### src/rtl/serial_chunk_adder_pkg.sv
// Shared types and constants for the chunk-serial adder/subtractor.
package serial_chunk_adder_pkg;

   // FSM encoding, kept as explicit 2-bit values so older code can decode it
   typedef enum logic [1:0] {
      IDLE = 2'd0,
      RUN  = 2'd1,
      DONE = 2'd2
   } state_t;

   localparam logic OP_ADD = 1'b0;
   localparam logic OP_SUB = 1'b1;

endpackage

### src/rtl/serial_chunk_adder_add_slice.sv
// CHUNK-bit combinational ripple slice. It also reports the carry into its top
// bit, so the top can derive signed overflow on the final chunk.
module add_slice #(
   parameter int W = 4
) (
   input  logic [W-1:0] a,
   input  logic [W-1:0] b,
   input  logic         cin,
   output logic [W-1:0] s,
   output logic         cout,
   output logic         cin_msb
);

   logic [W:0] sum;

   // full-width add with one extra bit to capture the carry out
   always_comb begin
      sum     = {1'b0, a} + {1'b0, b} + {{W{1'b0}}, cin};
      s       = sum[W-1:0];
      cout    = sum[W];
      cin_msb = a[W-1] ^ b[W-1] ^ sum[W-1];
   end

endmodule

### src/rtl/serial_chunk_adder.sv
// Chunk-serial adder/subtractor. It adds CHUNK bits per cycle, starting with
// the least significant chunk, and keeps the carry in a register between chunks.
//
// state | meaning
// IDLE  | in_ready high, waiting for an operand set
// RUN   | one chunk added per cycle, chunk index held in cnt
// DONE  | result held, out_valid high until the consumer takes it
module serial_chunk_adder
   import serial_chunk_adder_pkg::*;
#(
   parameter int WIDTH = 16,
   parameter int CHUNK = 4
) (
   input  logic             clk,
   input  logic             rst,
   input  logic             in_valid,
   output logic             in_ready,
   input  logic [WIDTH-1:0] a,
   input  logic [WIDTH-1:0] b,
   input  logic             sub,
   output logic             out_valid,
   input  logic             out_ready,
   output logic [WIDTH-1:0] s,
   output logic             co,
   output logic             ovf
);

   localparam int NCHUNK = WIDTH / ((CHUNK < 1) ? 1 : CHUNK);
   localparam int CW     = (NCHUNK > 1) ? $clog2(NCHUNK) : 1;
   localparam logic [CW-1:0] LAST = CW'(NCHUNK - 1);

   generate
      if ((CHUNK < 1) || ((WIDTH % ((CHUNK < 1) ? 1 : CHUNK)) != 0)) begin : g_bad_chunk
         $error("serial_chunk_adder: WIDTH must be a positive multiple of CHUNK");
      end
   endgenerate

   state_t           state;
   logic [WIDTH-1:0] a_q;
   logic [WIDTH-1:0] b_q;
   logic [WIDTH-1:0] s_q;
   logic             carry;
   logic             co_q;
   logic             ovf_q;
   logic [CW-1:0]    cnt;

   logic [CHUNK-1:0] sl_a;
   logic [CHUNK-1:0] sl_b;
   logic [CHUNK-1:0] sl_s;
   logic             sl_cout;
   logic             sl_cin_msb;

   // select the current chunk of both operands
   always_comb begin
      sl_a = a_q[int'(cnt)*CHUNK +: CHUNK];
      sl_b = b_q[int'(cnt)*CHUNK +: CHUNK];
   end

   add_slice #(.W(CHUNK)) u_slice (
      .a       (sl_a),
      .b       (sl_b),
      .cin     (carry),
      .s       (sl_s),
      .cout    (sl_cout),
      .cin_msb (sl_cin_msb)
   );

   // sequencing and datapath registers: latch on accept, one chunk per RUN cycle
   always_ff @(posedge clk or posedge rst) begin
      if (rst) begin
         state <= IDLE;
         a_q   <= '0;
         b_q   <= '0;
         s_q   <= '0;
         carry <= 1'b0;
         co_q  <= 1'b0;
         ovf_q <= 1'b0;
         cnt   <= '0;
      end else begin
         case (state)
            IDLE: begin
               if (in_valid) begin
                  a_q   <= a;
                  b_q   <= (sub == OP_SUB) ? ~b : b;
                  carry <= sub;
                  cnt   <= '0;
                  state <= RUN;
               end
            end
            RUN: begin
               s_q[int'(cnt)*CHUNK +: CHUNK] <= sl_s;
               carry <= sl_cout;
               if (cnt == LAST) begin
                  co_q  <= sl_cout;
                  ovf_q <= sl_cin_msb ^ sl_cout;
                  cnt   <= '0;
                  state <= DONE;
               end else begin
                  cnt <= cnt + CW'(1);
               end
            end
            DONE: begin
               if (out_ready) state <= IDLE;
            end
            default: state <= IDLE;
         endcase
      end
   end

   // handshakes are decoded from the state, so reset reaches them immediately
   always_comb begin
      in_ready  = (state == IDLE);
      out_valid = (state == DONE);
      s         = s_q;
      co        = co_q;
      ovf       = ovf_q;
   end

endmodule

### config.mk
export PLATFORM = sky130hd
export DESIGN_NAME = serial_chunk_adder
export DESIGN_NICKNAME = d
export VERILOG_FILES = /design/src/rtl/serial_chunk_adder_pkg.sv /design/src/rtl/serial_chunk_adder_add_slice.sv /design/src/rtl/serial_chunk_adder.sv
export SDC_FILE = /design/constraint.sdc
export NUM_CORES = 1
export LEC_CHECK = 0
export ABC_AREA = 1
export BUFFER_PORTS_ARGS = -buffer_cell sky130_fd_sc_hd__buf_2
export CORE_UTILIZATION = 48
export CTS_BUF_LIST = sky130_fd_sc_hd__clkbuf_4 sky130_fd_sc_hd__clkbuf_8
export DETAILED_ROUTE_END_ITERATION = 8
export PLACE_DENSITY = 0.71
export SYNTH_ARGS = -nofsm -noshare
export SYNTH_HDL_FRONTEND = slang
export SYNTH_SLANG_ARGS = --single-unit
### constraint.sdc
create_clock -name clk -period 2.7 [get_ports clk]
set_clock_uncertainty 0.05 [all_clocks]
set_input_delay 0.405 -clock clk [delete_from_list [all_inputs] [get_ports clk]]
set_output_delay 0.405 -clock clk [all_outputs]
set_load 0.03 [all_outputs]
* Word-level counts from Yosys, hierarchy flattened
Cells that the tools add are included.
** Word-level totals
- Output and inout bits :: 20
- Logic and storage cells :: 43
- Input port bits :: 37
- Register bits after elaboration :: 55
** Cells by class
- Bitwise gates (word level) :: 4
- Eq/ne operators :: 6
- Shift operators :: 4
- $add $sub $neg :: 4
- Mux-type cells :: 11
- Reduce and logical (&&, ||, !) cells :: 6
** Operator list (count)
- $neg 4->33 :: 1
- $shift 4x33->16 const A :: 1
- $shiftx 4x33->16 :: 1
- $shiftx 16x5->4 :: 2
- $bwmux 16 :: 1
- $mux 16 :: 1
- $not 16->16 :: 1
- $mux 2 :: 5
- $pmux 2 s3 :: 1
- $reduce_and 2->1 :: 3
- $add 4x4->5 :: 1
- $add 5x1->5 :: 1
- $eq 2x2->1 const B :: 2
- $ne 2x2->1 const B :: 2
- $pmux 2 s2 :: 1
- $reduce_and 3->1 :: 1
- $xor 1x1->1 :: 3
- $add 2x1->2 const B :: 1
- $eq 2x1->1 const B :: 1
- $logic_not 2->1 :: 1
- $ne 2x1->1 const B :: 1
- $pmux 1 s2 :: 1
- $reduce_bool 2->1 :: 1
- $mux 1 :: 1

* Longest topological paths before layout
- Word-level depth :: 5
- Gate-level depth with buffers :: 11
- Gate-level depth less buffers :: 10

* Cells and area by module
Synthesis repeated with hierarchy kept, for this count alone.
** Second synthesis, totals
- Cell total of the unflattened synthesis :: 394
- Area, all modules :: 2990.4 um2
** By module, submodules not included
- serial_chunk_adder :: cells each 368, times used 1, sequential area each 1376.3 um2, area an instance 2821.5 um2
- add_slice :: cells each 26, times used 1, sequential area each 0.0 um2, area an instance 168.9 um2

* Worst setup path after synthesis
Ideal clock, no wire load.
- Kind :: reg-to-reg
- Start point :: reg cnt[1]
- End point :: reg ovf_q, in the netlist ovf
- Slack :: 0.311 ns
- Clock period less this slack :: 2.389 ns
- Arrival :: 2.265 ns
- Cell stages (with the launch flop) :: 12
- Setup time :: 0.074 ns
- Buffers on the path :: 1
- Required time :: 2.576 ns
- Cell sequence :: dfrtp_1 -> clkbuf_1 -> inv_1 -> o21ai_0 -> o22ai_1 -> fa_1 -> fa_1 -> a21oi_1 -> o21bai_1 -> nor2_2 -> nand2_1 -> o21ai_2
** On the way
- Cells in the longest elaborated chain, start to end :: 5
- Elaborated cells on any way between the ends :: 9
- Classes of those cells :: add/sub (2); eq/ne (1); shift (2); bitwise (3); reduce/logical (1)
** Ends and longest elaborated chain
- start, declared :: line serial_chunk_adder.sv:45 : logic [CW-1:0] cnt;
- start signal, assigned :: line serial_chunk_adder.sv:99 : cnt <= cnt + CW'(1);
- $shiftx 16x5->4, on equally long branches :: line serial_chunk_adder.sv:55, serial_chunk_adder.sv:56
- $add 4x4->5 :: line serial_chunk_adder_add_slice.sv:18 : sum = {1'b0, a} + {1'b0, b} + {{W{1'b0}}, cin};
- $add 5x1->5 :: line serial_chunk_adder_add_slice.sv:18
- $xor 1x1->1 :: line serial_chunk_adder_add_slice.sv:21 : cin_msb = a[W-1] ^ b[W-1] ^ sum[W-1];
- $xor 1x1->1 :: line serial_chunk_adder.sv:95 : ovf_q <= sl_cin_msb ^ sl_cout;
- end signal, assigned :: line serial_chunk_adder.sv:95
- end, declared :: line serial_chunk_adder.sv:44 : logic ovf_q;
Several ways; a longest one is shown, not always the timed one.
A chain may end at the register's enable or synchronous reset.

* Final worst setup path
- Start point :: reg cnt[0]
- End point :: reg ovf_q, in the netlist ovf
The elaborated chain is that of the path after synthesis.

==> summary.txt <==
Drt
  • ANT nets after route: 0
  • Vias per cell: 5.02
  • Pre-antenna DRT Iters: 4
  • Via Count: 2248
  • Wire length per cell: 12.7 um
  • Initial DRC count: 128
  • DRC: 0
  • Total Routed Length: 5680 um

Critical path
  • Worst r2r dst: ovf
  • Slowest stage delay, CP: 0.47 ns
  • CP Capture Type: register
  • CP max-delay cell: dfrtp_2
  • Critical path arrival: 2.65 ns
  • R2R setup slack: 0.25 ns
  • Worst Setup Start Kind: register
  • Cell depth of the worst flop-to-flop path: 10
  • Critical Path End: ovf
  • Worst Setup SP: cnt[0]
  • Levels on crit path: 10
  • Worst EP required: 2.89 ns
  • Crit Path Class: reg2reg
  • Crit path max-delay family: adder cells
  • Most used cell, CP: fa_1
  • Launch point of the worst reg-to-reg path: cnt[0]
  • CP bufs+invs: 1
  • Critical Path Fanout Max: 14
  • Worst-path cell chain: inv_2 > o21ai_0 > o22ai_1 > fa_1 > fa_1 > a21oi_1 > o21bai_1 > nor2_2 > nand2_1 > o21ai_2

Clocking
  • Worst-Skew Late Latency: 0.31 ns
  • Sink Count: 55
  • Post-CTS Setup Bufs: 0
  • CTS buffer count: 5
  • Clock root cell: clkbuf_8
  • Clk slew on worst S/H paths: 0.09 ns
  • H-tree depth: 2
  • Clk buf depth: 2
  • CTS tree: built

STA
  • Final period utilization: 90.9%
  • Final WS setup: 0.246 ns
  • Final hold slack: 0.0828 ns
  • RSZ-0062 raised after global routing: false
  • Fmax achieved: 0.407 GHz
  • Minimum clock period: 2.45 ns
  • Fin Setup TNS: 0 ns
  • Worst-margin pin slew: 0.447 ns
  • Slew headroom: 70.2%
  • Fin. Hold Viols: 0
  • Max-slew violations: 0
  • Final setup fails: 0

Flow run
  • Max-Cap Viols: 0

Synthesis
  • Mapped Cells: 317
  • Synthesized flop and latch total: 55
  • Largest area contributor in the netlist: dfrtp_1
  • Async SR Flop Fraction: 100%
  • Register area share after synthesis: 49.9%
  • Top post-synthesis cells by area: dfrtp_1 50%, nand2_1 13%, o21ai_0 6.3%
  • Top_reg_cell synth: dfrtp_1
  • Syn_nets: 365
  • Warnings from Yosys: 0
  • Mean Syn Cell Area: 8.70 um2
  • Top cell type's share of synthesized area: 49.9%
  • Post-synth EDFFs: 0
  • Post-synth cell types: 28
  • Synthesized area: 0.00276 mm2

Global routing
  • Vias in the first global route: 2084
  • Pin count of the biggest net entering global routing: 56
  • Gr usage total: 20.8%
  • GRT overflow: 0
  • First-pass GRT wire length: 9790 um
  • Antenna violations before repair: 0

Placed design
  • GP Congestion: 0.872
  • DP HPWL: 4180 um
  • Placed insts: 440
  • Placed cell area: 0.00312 mm2
  • Worst slack, placed: 0.189 ns
  • Port bufs: 56

Pwr
  • Power Density: 1290 mW/mm2
  • Leak: 1.66 nW
  • Pwr Total: 4.14 mW
  • Peak supply drop: 0.000501 V

Status
  • Status: completed

Final layout
  • Syn-to-layout area delta: 16.4%
  • Layout Cells excl Fill: 448
  • Final instance area: 0.00321 mm2
  • ANT cells: 0
  • Most frequent standard cell in the layout excluding fill and tap cells: nand2_1
  • Commonest non-fill, non-tap cells in the layout: 94 x nand2_1, 56 x buf_2, 53 x dfrtp_1, 35 x o21ai_0, 21 x nor2_1
  • Fraction of layout cells with a size suffix above 1: 24.2%
  • NumNets Final: 423
  • Final Core Density: 58.3%

Floorplanning
  • Starting density of the core: 50.1%
  • Rows: 27
  • Die X-Extent: 77.8 um
  • Io pins: 57
  • Die Y: 77.8 um
  • Full die area: 0.00606 mm2
  • Core area: 0.00551 mm2

Hold path
  • Hold Path Class: in2async
[what timing repair did]
item,CTS,global route
endpoints found under the setup margin,0,4
resized for setup,0,2
hold buffers,0,0
[tightest hold or removal path: stages]
cell    delay, ns
buf_2        0.10
inv_2        0.06
buf_12       0.27
[layout make-up]
class / instances / area [um2]
fill: 509 / 2290
clock buffer: 7 / 83.8
multi-input combinational: 228 / 1220
timing repair buffer: 63 / 345
inverter: 22 / 85.1
clock inverter: 1 / 5.00
sequential: 55 / 1380
tap: 72 / 90.1
[worst min-delay path by stage]
stage	start	to	slack, ns	cells after the start
after floorplan	a_q[10]	a_q[10]	0.39	2
after global placement	b_q[9]	b_q[9]	0.42	2
after detailed placement	a_q[1]	a_q[1]	0.42	2
after CTS	rst	s[9]	0.09	3
after global routing	rst	a_q[12]	0.1	3
final	rst	state[1]	0.08	3
[cell usage after synthesis (all sizes together), types with 3 or more instances]
| cell | number |
|---|---|
| buf | 10 |
| dfrtp | 55 |
| ha | 9 |
| inv | 22 |
| nand2 | 99 |
| nand3 | 7 |
| nand4 | 4 |
| nor2 | 26 |
| o21ai | 48 |
| o22ai | 8 |
| o31ai | 3 |
| xnor2 | 17 |
[logic make-up after synthesis]
family | after synthesis | share of synthesized area [%]
AOI/OAI and AO/OA | 63 | 12.4
xor gates and xnor gates | 17 | 5.40
adders and majority gates | 11 | 5.53
buffers and inverters | 34 | 5.76
DFF | 55 | 49.9
and+or+nand+nor | 137 | 21.0
[layer usage]
layer | share of wire (%) | wire (um) | GRT usage [%] | vias up
met5 | 0 | 0 | 0 | -
met4 | 1.9 | 109 | 6.98 | 0
met3 | 4.2 | 239 | 4.00 | 9
met2 | 46 | 2620 | 32.2 | 55
met1 | 48 | 2710 | 29.2 | 1049
li1 | - | - | - | 1135
[where the power goes]
group          leakage (nW)  switching [mW]  total (mW)  internal, mW
sequential            0.701           0.249        1.43          1.19
combinational         0.915            1.46        2.25         0.789
clock                0.0491           0.251       0.454         0.203
[sequential cells by signal, indices dropped and copies added (netlist names)]
register / cells
a_q: 16
b_q: 16
carry: 1
cnt: 2
co: 1
ovf: 1
s: 16
state: 2
No activity file was read; power rests on OpenSTA's default activity.
